--- src/rtl/mips_pkg.sv ---
// Shared MIPS encodings and the EX-stage control bundle.
package mips_pkg;

  localparam int unsigned DATA_W  = 32;
  localparam int unsigned REG_AW  = 5;
  localparam int unsigned FUNCT_W = 6;
  localparam int unsigned ALUOP_W = 3;

  localparam logic [ALUOP_W-1:0] ALUOP_RTYPE = 3'b011;
  localparam logic [ALUOP_W-1:0] ALUOP_ORI   = 3'b010;
  localparam logic [ALUOP_W-1:0] ALUOP_BEQ   = 3'b001;
  localparam logic [ALUOP_W-1:0] ALUOP_ADD   = 3'b000;

  localparam logic [5:0] OP_LW   = 6'h23;
  localparam logic [5:0] OP_SW   = 6'h2B;
  localparam logic [5:0] OP_ADDI = 6'h08;
  localparam logic [5:0] OP_ORI  = 6'h0D;
  localparam logic [5:0] OP_BEQ  = 6'h04;
  localparam logic [5:0] OP_J    = 6'h02;

  typedef struct packed {
    logic                reg_dst;
    logic                alu_src;
    logic                reg_write;
    logic                mem_read;
    logic                mem_write;
    logic                mem_to_reg;
    logic [ALUOP_W-1:0]  alu_op;
  } ex_ctrl_t;

endpackage

--- src/rtl/load_use_detect.sv ---
// Load-use hazard detection between the load in EX and the instruction in ID.
module load_use_detect
  import mips_pkg::*;
(
  input  logic               ex_valid,
  input  logic               ex_mem_read,
  input  logic [REG_AW-1:0]  ex_wr_addr,
  input  logic               id_valid,
  input  logic [REG_AW-1:0]  id_rs_addr,
  input  logic [REG_AW-1:0]  id_rt_addr,
  input  logic               id_reg_dst,
  input  logic               id_mem_write,
  input  logic [ALUOP_W-1:0] id_alu_op,
  output logic               load_use_c
);

  logic rt_read;
  logic rs_match;
  logic rt_match;
  logic ex_load;

  // RT is a source only for R-type, stores and branches; a loaded $zero never hazards.
  always_comb begin
    rt_read    = id_reg_dst | id_mem_write | (id_alu_op == ALUOP_BEQ);
    ex_load    = ex_valid & ex_mem_read & id_valid & (ex_wr_addr != '0);
    rs_match   = (ex_wr_addr == id_rs_addr);
    rt_match   = (ex_wr_addr == id_rt_addr) & rt_read;
    load_use_c = ex_load & (rs_match | rt_match);
  end

endmodule

--- src/rtl/id_ex_stage.sv ---
// ID/EX pipeline register with load-use bubble insertion and a saturating stall counter.
module id_ex_stage
  import mips_pkg::*;
#(
  parameter int unsigned CNT_W = 16
) (
  input  logic               clk_i,
  input  logic               rst_i,
  input  logic               valid_i,
  input  logic               RegDst_i,
  input  logic               ALUSrc_i,
  input  logic               RegWrite_i,
  input  logic               MemRead_i,
  input  logic               MemWrite_i,
  input  logic               MemtoReg_i,
  input  logic [ALUOP_W-1:0] ALUOp_i,
  input  logic [DATA_W-1:0]  RSdata_i,
  input  logic [DATA_W-1:0]  RTdata_i,
  input  logic [DATA_W-1:0]  imm_i,
  input  logic [REG_AW-1:0]  RSaddr_i,
  input  logic [REG_AW-1:0]  RTaddr_i,
  input  logic [REG_AW-1:0]  RDaddr_i,
  input  logic [FUNCT_W-1:0] funct_i,
  input  logic               flush_i,
  input  logic               hold_i,
  output logic               valid_o,
  output logic               RegDst_o,
  output logic               ALUSrc_o,
  output logic               RegWrite_o,
  output logic               MemRead_o,
  output logic               MemWrite_o,
  output logic               MemtoReg_o,
  output logic [ALUOP_W-1:0] ALUOp_o,
  output logic [DATA_W-1:0]  RSdata_o,
  output logic [DATA_W-1:0]  RTdata_o,
  output logic [DATA_W-1:0]  imm_o,
  output logic [REG_AW-1:0]  RSaddr_o,
  output logic [REG_AW-1:0]  RTaddr_o,
  output logic [REG_AW-1:0]  RDaddr_o,
  output logic [FUNCT_W-1:0] funct_o,
  output logic [REG_AW-1:0]  WRaddr_o,
  output logic               stall_o,
  output logic [CNT_W-1:0]   stall_cnt_o
);

  ex_ctrl_t            ctrl_q;
  ex_ctrl_t            ctrl_in;
  logic                valid_q;
  logic [DATA_W-1:0]   rs_data_q;
  logic [DATA_W-1:0]   rt_data_q;
  logic [DATA_W-1:0]   imm_q;
  logic [REG_AW-1:0]   rs_addr_q;
  logic [REG_AW-1:0]   rt_addr_q;
  logic [REG_AW-1:0]   rd_addr_q;
  logic [REG_AW-1:0]   wr_addr_q;
  logic [FUNCT_W-1:0]  funct_q;
  logic [CNT_W-1:0]    cnt_q;
  logic                load_use_c;

  load_use_detect u_load_use_detect (
    .ex_valid     (valid_q),
    .ex_mem_read  (ctrl_q.mem_read),
    .ex_wr_addr   (wr_addr_q),
    .id_valid     (valid_i),
    .id_rs_addr   (RSaddr_i),
    .id_rt_addr   (RTaddr_i),
    .id_reg_dst   (RegDst_i),
    .id_mem_write (MemWrite_i),
    .id_alu_op    (ALUOp_i),
    .load_use_c   (load_use_c)
  );

  // Controls from ID, zeroed when ID carries no real instruction.
  always_comb begin
    ctrl_in            = '0;
    if (valid_i) begin
      ctrl_in.reg_dst    = RegDst_i;
      ctrl_in.alu_src    = ALUSrc_i;
      ctrl_in.reg_write  = RegWrite_i;
      ctrl_in.mem_read   = MemRead_i;
      ctrl_in.mem_write  = MemWrite_i;
      ctrl_in.mem_to_reg = MemtoReg_i;
      ctrl_in.alu_op     = ALUOp_i;
    end
  end

  // Priority: reset, hold, flush/load-use bubble, normal capture.
  always_ff @(posedge clk_i) begin
    if (rst_i) begin
      valid_q   <= 1'b0;
      ctrl_q    <= '0;
      rs_data_q <= '0;
      rt_data_q <= '0;
      imm_q     <= '0;
      rs_addr_q <= '0;
      rt_addr_q <= '0;
      rd_addr_q <= '0;
      wr_addr_q <= '0;
      funct_q   <= '0;
      cnt_q     <= '0;
    end else if (!hold_i) begin
      if (flush_i || load_use_c) begin
        valid_q   <= 1'b0;
        ctrl_q    <= '0;
        rs_data_q <= '0;
        rt_data_q <= '0;
        imm_q     <= '0;
        rs_addr_q <= '0;
        rt_addr_q <= '0;
        rd_addr_q <= '0;
        wr_addr_q <= '0;
        funct_q   <= '0;
        if (!flush_i && (cnt_q != '1)) begin
          cnt_q <= cnt_q + CNT_W'(1);
        end
      end else begin
        valid_q   <= valid_i;
        ctrl_q    <= ctrl_in;
        rs_data_q <= RSdata_i;
        rt_data_q <= RTdata_i;
        imm_q     <= imm_i;
        rs_addr_q <= RSaddr_i;
        rt_addr_q <= RTaddr_i;
        rd_addr_q <= RDaddr_i;
        wr_addr_q <= RegDst_i ? RDaddr_i : RTaddr_i;
        funct_q   <= funct_i;
      end
    end
  end

  // Stall request is suppressed when the bubble is already coming from a flush or a freeze.
  always_comb begin
    stall_o = load_use_c & ~flush_i & ~hold_i;
  end

  assign valid_o     = valid_q;
  assign RegDst_o    = ctrl_q.reg_dst;
  assign ALUSrc_o    = ctrl_q.alu_src;
  assign RegWrite_o  = ctrl_q.reg_write;
  assign MemRead_o   = ctrl_q.mem_read;
  assign MemWrite_o  = ctrl_q.mem_write;
  assign MemtoReg_o  = ctrl_q.mem_to_reg;
  assign ALUOp_o     = ctrl_q.alu_op;
  assign RSdata_o    = rs_data_q;
  assign RTdata_o    = rt_data_q;
  assign imm_o       = imm_q;
  assign RSaddr_o    = rs_addr_q;
  assign RTaddr_o    = rt_addr_q;
  assign RDaddr_o    = rd_addr_q;
  assign funct_o     = funct_q;
  assign WRaddr_o    = wr_addr_q;
  assign stall_cnt_o = cnt_q;

endmodule

--- config.mk ---
export PLATFORM = sky130hd
export DESIGN_NAME = id_ex_stage
export DESIGN_NICKNAME = d
export VERILOG_FILES = /design/src/rtl/mips_pkg.sv /design/src/rtl/load_use_detect.sv /design/src/rtl/id_ex_stage.sv
export SDC_FILE = /design/constraint.sdc
export NUM_CORES = 1
export LEC_CHECK = 0
export ABC_AREA = 1
export CORE_AREA = 2 2 119 121
export CTS_BUF_LIST = sky130_fd_sc_hd__clkbuf_8
export DETAILED_ROUTE_END_ITERATION = 7
export DIE_AREA = 0 0 121 123
export GPL_TIMING_DRIVEN = 0
export PLACE_DENSITY = 0.82
export SLEW_MARGIN = 20
export SYNTH_ARGS = -nofsm -noshare
export SYNTH_HDL_FRONTEND = slang
export SYNTH_SLANG_ARGS = --single-unit
--- constraint.sdc ---
create_clock -name clk_i -period 3 [get_ports clk_i]
set_input_delay 0.9 -clock clk_i [delete_from_list [all_inputs] [get_ports clk_i]]
set_output_delay 0.9 -clock clk_i [all_outputs]
set_load 0.02 [all_outputs]
==> flow_metrics.env, run 1 <==
export IMPL_ctsHoldBuffers=0
export IMPL_finClkSkew_ns=0.009168
export IMPL_period_minus_slack_ns=2.958
export IMPL_nets=1252
export IMPL_syn_instance_count=817
export IMPL_worstSetupPathType="input pin to output pin"
export IMPL_dp_cells=1275
export IMPL_clk_latency_ns=0.45
export IMPL_final_setup_worst_slack_ns=0.04235
export IMPL_htreeDepth=4
export IMPL_finalWirelength_um=20690
export IMPL_drt_first_pass_iters=5
export IMPL_ant_nets=0
export IMPL_numCtsBuffers=17
export IMPL_final_period_utilization_pct=98.59
export IMPL_leakage_nw=3.637
export IMPL_rsz0062_at_grt="false"
export IMPL_drc_errors=0
export IMPL_cts_root_buf="clkbuf_8"
export IMPL_vias=6571
export IMPL_final_cells=1311
export IMPL_fillers=1148
export IMPL_grt_max_degree=17
export IMPL_antenna_found_initial=1
export IMPL_layout_drive_gt1_share_pct=6.549
export IMPL_min_path_type="register to register"
export IMPL_wl_met2_um=9965
export IMPL_synth_seq_cells=148
export IMPL_yosysUniqueCellTypes=26
export IMPL_row_count=43
export IMPL_via_per_inst=5.012
export IMPL_crit_fanout=2
export IMPL_ys_warn_count=0
export IMPL_ios=280
export IMPL_grt_pass1_vias=6006
export IMPL_relSlewSlack_pct=51.57
export IMPL_setup_violations=0
export IMPL_port_buffers=278
export IMPL_clock_fmax_mhz=338.1
export IMPL_dpl_cell_area_um2=9106
export IMPL_fin_area_um2=9527
export IMPL_final_hold_viol_count=0
export IMPL_maxCapViolCount=0
export IMPL_start_util_pct=44.80
export IMPL_worstMarginPinSlew_ns=0.7264
export IMPL_pre_cts_slack_ns=-0.7659
export IMPL_met1_length_um=8630
export IMPL_routedWlPerCell_um=15.78
export IMPL_synth_avg_cell_area_um2=7.464
export IMPL_clk_pin_slew_ns=0.07
export IMPL_area_growth_synth_to_final_pct=56.22
export IMPL_gp_congestion=0.8534
export IMPL_route_top_layer_used="met4"
export IMPL_power_mw=4.187
export IMPL_coreArea_um2=13610
export IMPL_ir_worst_vdd_mv=0.2534
export IMPL_status="complete, no violations"
export IMPL_reg2reg_slack_ns=1.14
export IMPL_worst_setup_path_end_kind="output pin"
export IMPL_crit_required_ns=2.10
export IMPL_power_density_nw_per_um2=439.5
export IMPL_drv_slew=0
export IMPL_dieHeight_um=123
export IMPL_critPathArrivalTime_ns=2.06
export IMPL_ys_seq_area_share_pct=48.58
export IMPL_syn_num_nets=949
export IMPL_cts_tree="done"
export IMPL_grt_use_total_pct=26.92
export IMPL_grt_pass1_wl_um=31140
export IMPL_grt_ovfl_total=0
export IMPL_dieArea_um2=14880
export IMPL_synth_area_um2=6098
export IMPL_die_x_um=121
export IMPL_hpwl_um=15450
export IMPL_dr_wl_met3_um=1511
export IMPL_clock_sinks=148
export IMPL_cts_max_path_buffers=2
export IMPL_drt_iter0_drc=331
export IMPL_cp_start_kind="input pin"
## synth_stat cells
cell type	n	share of area, %
buf_1	4	0.25
clkbuf_1	34	2.1
nor2_2	3	0.31
nand2_1	195	12
nor2_1	46	2.8
nand4_1	21	2.2
a21oi_1	136	11
or2_2	1	0.10
xor2_1	8	1.1
o21ai_0	10	0.82
nor3_2	1	0.16
nand3_1	130	11
nor3_1	2	0.16
nand4_4	1	0.35
dfxtp_1	148	49
buf_2	13	1.1
o21bai_1	1	0.12
inv_2	3	0.18
ha_1	1	0.21
inv_1	41	2.5
nand2_4	2	0.37
mux2_2	1	0.18
clkinv_1	1	0.061
buf_6	10	1.8
nand3_2	3	0.49
xnor2_1	1	0.14
## final cells by class
class	instances	area (µm²)	share of cell area, %
Multi-Input combinational cell	563	2673	28.05
Clock inverter	10	96.34	1.011
Tap cell	180	225.2	2.364
Timing Repair Buffer	284	2816	29.56
Buffer	61	320.3	3.362
Clock buffer	19	261.5	2.745
Sequential cell	148	2963	31.10
Inverter	45	168.9	1.773
Antenna cell	1	2.502	0.02627
## timing repair
| item | in CTS | in global routing |
|---|---|---|
| buffers inserted | 2 | 4 |
| pin swaps | 4 | 3 |
| gates resized for setup | 25 | 1 |
| setup endpoints to repair | 1 | 1 |
| cloned | 0 | 0 |
## metrics by stage
step | utilization (%) | hold WS, ns | TNS, ns
after floorplan | - | 0.5345 | 0
after global placement | 66.90 | 0.4423 | -0.7603
after detailed placement | 66.90 | 0.4543 | -0.7659
after CTS | 69.73 | 0.4653 | 0
after global routing | 69.97 | 0.4796 | 0
final | 69.99 | 0.4629 | 0
## layout by cell type, fill, tap and decap left out, types with 6 or more instances in the layout
| cell type | netlist | routed |
|---|---|---|
| a21oi_1 | 136 | 135 |
| buf_2 | 13 | 13 |
| buf_4 | 0 | 6 |
| buf_6 | 10 | 11 |
| clkbuf_1 | 34 | 34 |
| clkbuf_8 | 0 | 19 |
| clkdlybuf4s50_1 | 0 | 264 |
| dfxtp_1 | 148 | 148 |
| dlygate4sd2_1 | 0 | 12 |
| inv_1 | 41 | 45 |
| nand2_1 | 195 | 195 |
| nand3_1 | 130 | 129 |
| nand4_1 | 21 | 21 |
| nor2_1 | 46 | 44 |
| o21ai_0 | 10 | 10 |
| xor2_1 | 8 | 8 |
## critical path: stages
cell and delay [ns]:
clkdlybuf4s50_1 0.50, nor2_1 0.06, a21oi_2 0.13, nand3_2 0.11, nand2_4 0.10, nand3_4 0.07, inv_2 0.08, buf_6 0.11
## logic make-up after synthesis
kind of cell / count (synthesis) / synth area share (%)
muxes: 1 / 0.1846
buffers and inverters: 106 / 8.022
xor gates and xnor gates: 9 / 1.293
AOI/OAI and AO/OA: 147 / 12.11
DFF: 148 / 48.58
and+or+nand+nor: 405 / 29.61
adders and majority gates: 1 / 0.2051
## path summary, 6_finish.rpt
check / cells after the start / from / to
setup / recovery: 8 / RegDst_i / stall_o
hold / removal: 2 / funct_o[0]$_SDFFE_PP0N_ / funct_o[0]$_SDFFE_PP0N_
setup reg to reg: 12 / WRaddr_o[2]$_SDFFE_PP0N_ / imm_o[9]$_SDFFE_PP0N_
hold reg to reg: 2 / funct_o[0]$_SDFFE_PP0N_ / funct_o[0]$_SDFFE_PP0N_
## flip-flops by register name, summed over array words and instances, names as in the netlist, 3 cells and up
signal,cells
funct_o,6
RSaddr_o,5
ALUOp_o,3
RDaddr_o,5
RTdata_o,32
RTaddr_o,5
imm_o,32
stall_cnt_o,16
WRaddr_o,5
RSdata_o,32
## power by group
part,total [mW],internal (mW),switching (mW)
logic,0.656,0.335,0.321
clock network,1.46,0.751,0.711
registers,2.07,2.03,0.0389
total,4.19,3.12,1.07
## per-layer routing
layer  vias up  GRT usage (%)
met5         -              0
met4         0          11.34
met3        42          7.242
met2       213          45.29
met1      2993          32.57
li1       3323              -
(Power assumes the default switching activity.)
==> inputs of run 2 (changes only) <==
--- a/config.mk
+++ b/config.mk
@@ -10,8 +10,8 @@
 export CTS_BUF_LIST = sky130_fd_sc_hd__clkbuf_8
 export DETAILED_ROUTE_END_ITERATION = 7
 export DIE_AREA = 0 0 121 123
-export GPL_TIMING_DRIVEN = 0
 export PLACE_DENSITY = 0.82
+export SKIP_LAST_GASP = 1
 export SLEW_MARGIN = 20
 export SYNTH_ARGS = -nofsm -noshare
 export SYNTH_HDL_FRONTEND = slang
==> run 2 against run 1 <==
  * Clock power is 10% higher
  * Non-clock buffer count is 45 lower
  * Flip-flop and latch count stayed put
  * Highest routed layer unchanged
==> flow_metrics.env, run 2 (synthesis gave the netlist of run 1 again) <==
export IMPL_status="complete, no violations"
export IMPL_clk_pin_slew_ns=0.08
export IMPL_power_density_nw_per_um2=458.9
export IMPL_relSlewSlack_pct=40.21
export IMPL_r2r_start="WRaddr_o[2]$_SDFFE_PP0N_"
export IMPL_r2r_end="stall_cnt_o[4]$_SDFFE_PP0P_"
export IMPL_die_x_um=121
export IMPL_layout_common_cells="262 x clkdlybuf4s50_1, 195 x nand2_1, 148 x dfxtp_1"
export IMPL_htreeDepth=4
export IMPL_ant_nets=0
export IMPL_grt_max_degree=128
export IMPL_area_growth_synth_to_final_pct=54.43
export IMPL_setup_tns_ns=0
export IMPL_worstMarginPinSlew_ns=0.8968
export IMPL_maxCapViolCount=0
export IMPL_grt_use_total_pct=25.82
export IMPL_via_per_inst=5.162
export IMPL_ir_worst_vdd_mv=0.3274
export IMPL_clk_latency_ns=0.45
export IMPL_drc_errors=0
export IMPL_antennaDiodeCount=0
export IMPL_finalWirelength_um=19950
export IMPL_drt_iter0_drc=515
export IMPL_grt_ovfl_total=0
export IMPL_cp_start_kind="input pin"
export IMPL_clock_sinks=148
export IMPL_worst_setup_path_end_kind="output pin"
export IMPL_clock_fmax_mhz=338.5
export IMPL_nets=1207
export IMPL_antenna_found_initial=0
export IMPL_crit_path_end="stall_o"
export IMPL_dieArea_um2=14880
export IMPL_crit_fanout=2
export IMPL_hpwl_um=13550
export IMPL_grt_pass1_vias=5975
export IMPL_utilization_pct=69.19
export IMPL_slowest_delay_ns=0.50
export IMPL_reg2reg_slack_ns=0.94
export IMPL_leakage_nw=3.591
export IMPL_final_hold_viol_count=0
export IMPL_gp_congestion=0.8303
export IMPL_crit_path_start="RSaddr_i[4]"
export IMPL_period_minus_slack_ns=2.954
export IMPL_routedWlPerCell_um=15.73
export IMPL_min_path_type="register to register"
export IMPL_rsz0062_at_grt="false"
export IMPL_worstRegToRegCells=12
export IMPL_cts_max_path_buffers=2
export IMPL_numCtsBuffers=17
export IMPL_cts_root_buf="clkbuf_8"
export IMPL_finClkSkew_ns=0.009494
export IMPL_path_cells="clkdlybuf4s50_1 > xnor2_1 > nand3_2 > nand2_4 > nand3_4 > inv_4 > buf_6"
export IMPL_vias=6545
export IMPL_cts_tree="done"
export IMPL_grt_pass1_wl_um=30430
export IMPL_row_count=43
export IMPL_worstSetupPathType="input pin to output pin"
export IMPL_layout_drive_gt1_share_pct=6.710
export IMPL_ios=280
export IMPL_dieHeight_um=123
export IMPL_critPathArrivalTime_ns=2.05
export IMPL_setup_violations=0
export IMPL_final_common_cell="clkdlybuf4s50_1"
export IMPL_final_period_utilization_pct=98.48
export IMPL_coreArea_um2=13610
export IMPL_crit_required_ns=2.10
export IMPL_slowest_stage="clkdlybuf4s50_1"
export IMPL_drt_first_pass_iters=6
export IMPL_port_buffers=279
export IMPL_start_util_pct=44.80
export IMPL_drv_slew=0
==> run 2: changes by cell type in the layout (fill, tap and decap cells not counted), moves of 3 or more <==
cell,change
clkinv_4,+3
clkinvlp_4,+3
clkbuf_1,-34
buf_4,+14
buf_6,-10
buf_12,+3
buf_2,-13
buf_1,-4
==> run 2: repair_timing <==
action,in CTS,in global routing
resized for setup,22,4
pin swaps,8,4
buffers inserted,2,2
hold endpoints to repair,0,0
setup endpoints to repair,1,1
hold buffers,0,0
==> run 2: critical path, delay by kind of cell <==
| family | cells | cell delay, ns |
|---|---|---|
| XOR/XNOR | 1 | 0.14 |
| buffers and inverters | 3 | 0.68 |
| AND/OR/NAND/NOR | 3 | 0.32 |
==> run 2: metrics by stage <==
stage	cells	area [µm²]	hold WS (ns)	setup slack [ns]	total power [mW]
after floorplan	817	6098	0.5345	0.4841	2.387
after global placement	1232	8961	0.4508	-0.5905	2.751
after detailed placement	1232	8961	0.4541	-0.6086	2.759
after CTS	1266	9388	0.4660	0.03303	4.341
after global routing	1268	9418	0.4801	0.0003588	4.489
final	1268	9418	0.4649	0.04551	4.322
==> run 2: report_power, final <==
part	switching, mW	internal (mW)	leakage, nW
combinational	0.316	0.331	2.18
sequential	0.0387	2.03	1.21
clock	0.768	0.838	0.203
==> run 2: area by class of cell <==
class	instances	area, µm²
clock inverter	14	163.9
inverter	45	171.4
multi-input combinational	563	2673
tap	180	225.2
timing repair buffer	300	2974
sequential	148	2963
fill	1113	4194
clock buffer	18	247.7
==> run 2: layer usage <==
metal / GRT usage [%] / vias to the layer above / wire (µm)
met4: 10.25 / 0 / 630
met1: 30.94 / 3012 / 7733
met2: 44.00 / 266 / 9987
li1: - / 3225 / -
met3: 7.057 / 42 / 1600
met5: 0 / - / 0
==> run 2: worst min-delay path by stage <==
stage                                    startpoint  slack (ns)                        end  cells past startpoint
after floorplan           RTdata_o[23]$_SDFFE_PP0N_        0.53  RTdata_o[23]$_SDFFE_PP0N_                      2
after global routing       RTaddr_o[1]$_SDFFE_PP0N_        0.48   RTaddr_o[1]$_SDFFE_PP0N_                      2
final                      RSaddr_o[4]$_SDFFE_PP0N_        0.46   RSaddr_o[4]$_SDFFE_PP0N_                      2
after CTS                 RSdata_o[26]$_SDFFE_PP0N_        0.47  RSdata_o[26]$_SDFFE_PP0N_                      2
after detailed placement      ALUSrc_o$_SDFFE_PP0N_        0.45      ALUSrc_o$_SDFFE_PP0N_                      2
after global placement       imm_o[17]$_SDFFE_PP0N_        0.45     imm_o[17]$_SDFFE_PP0N_                      2
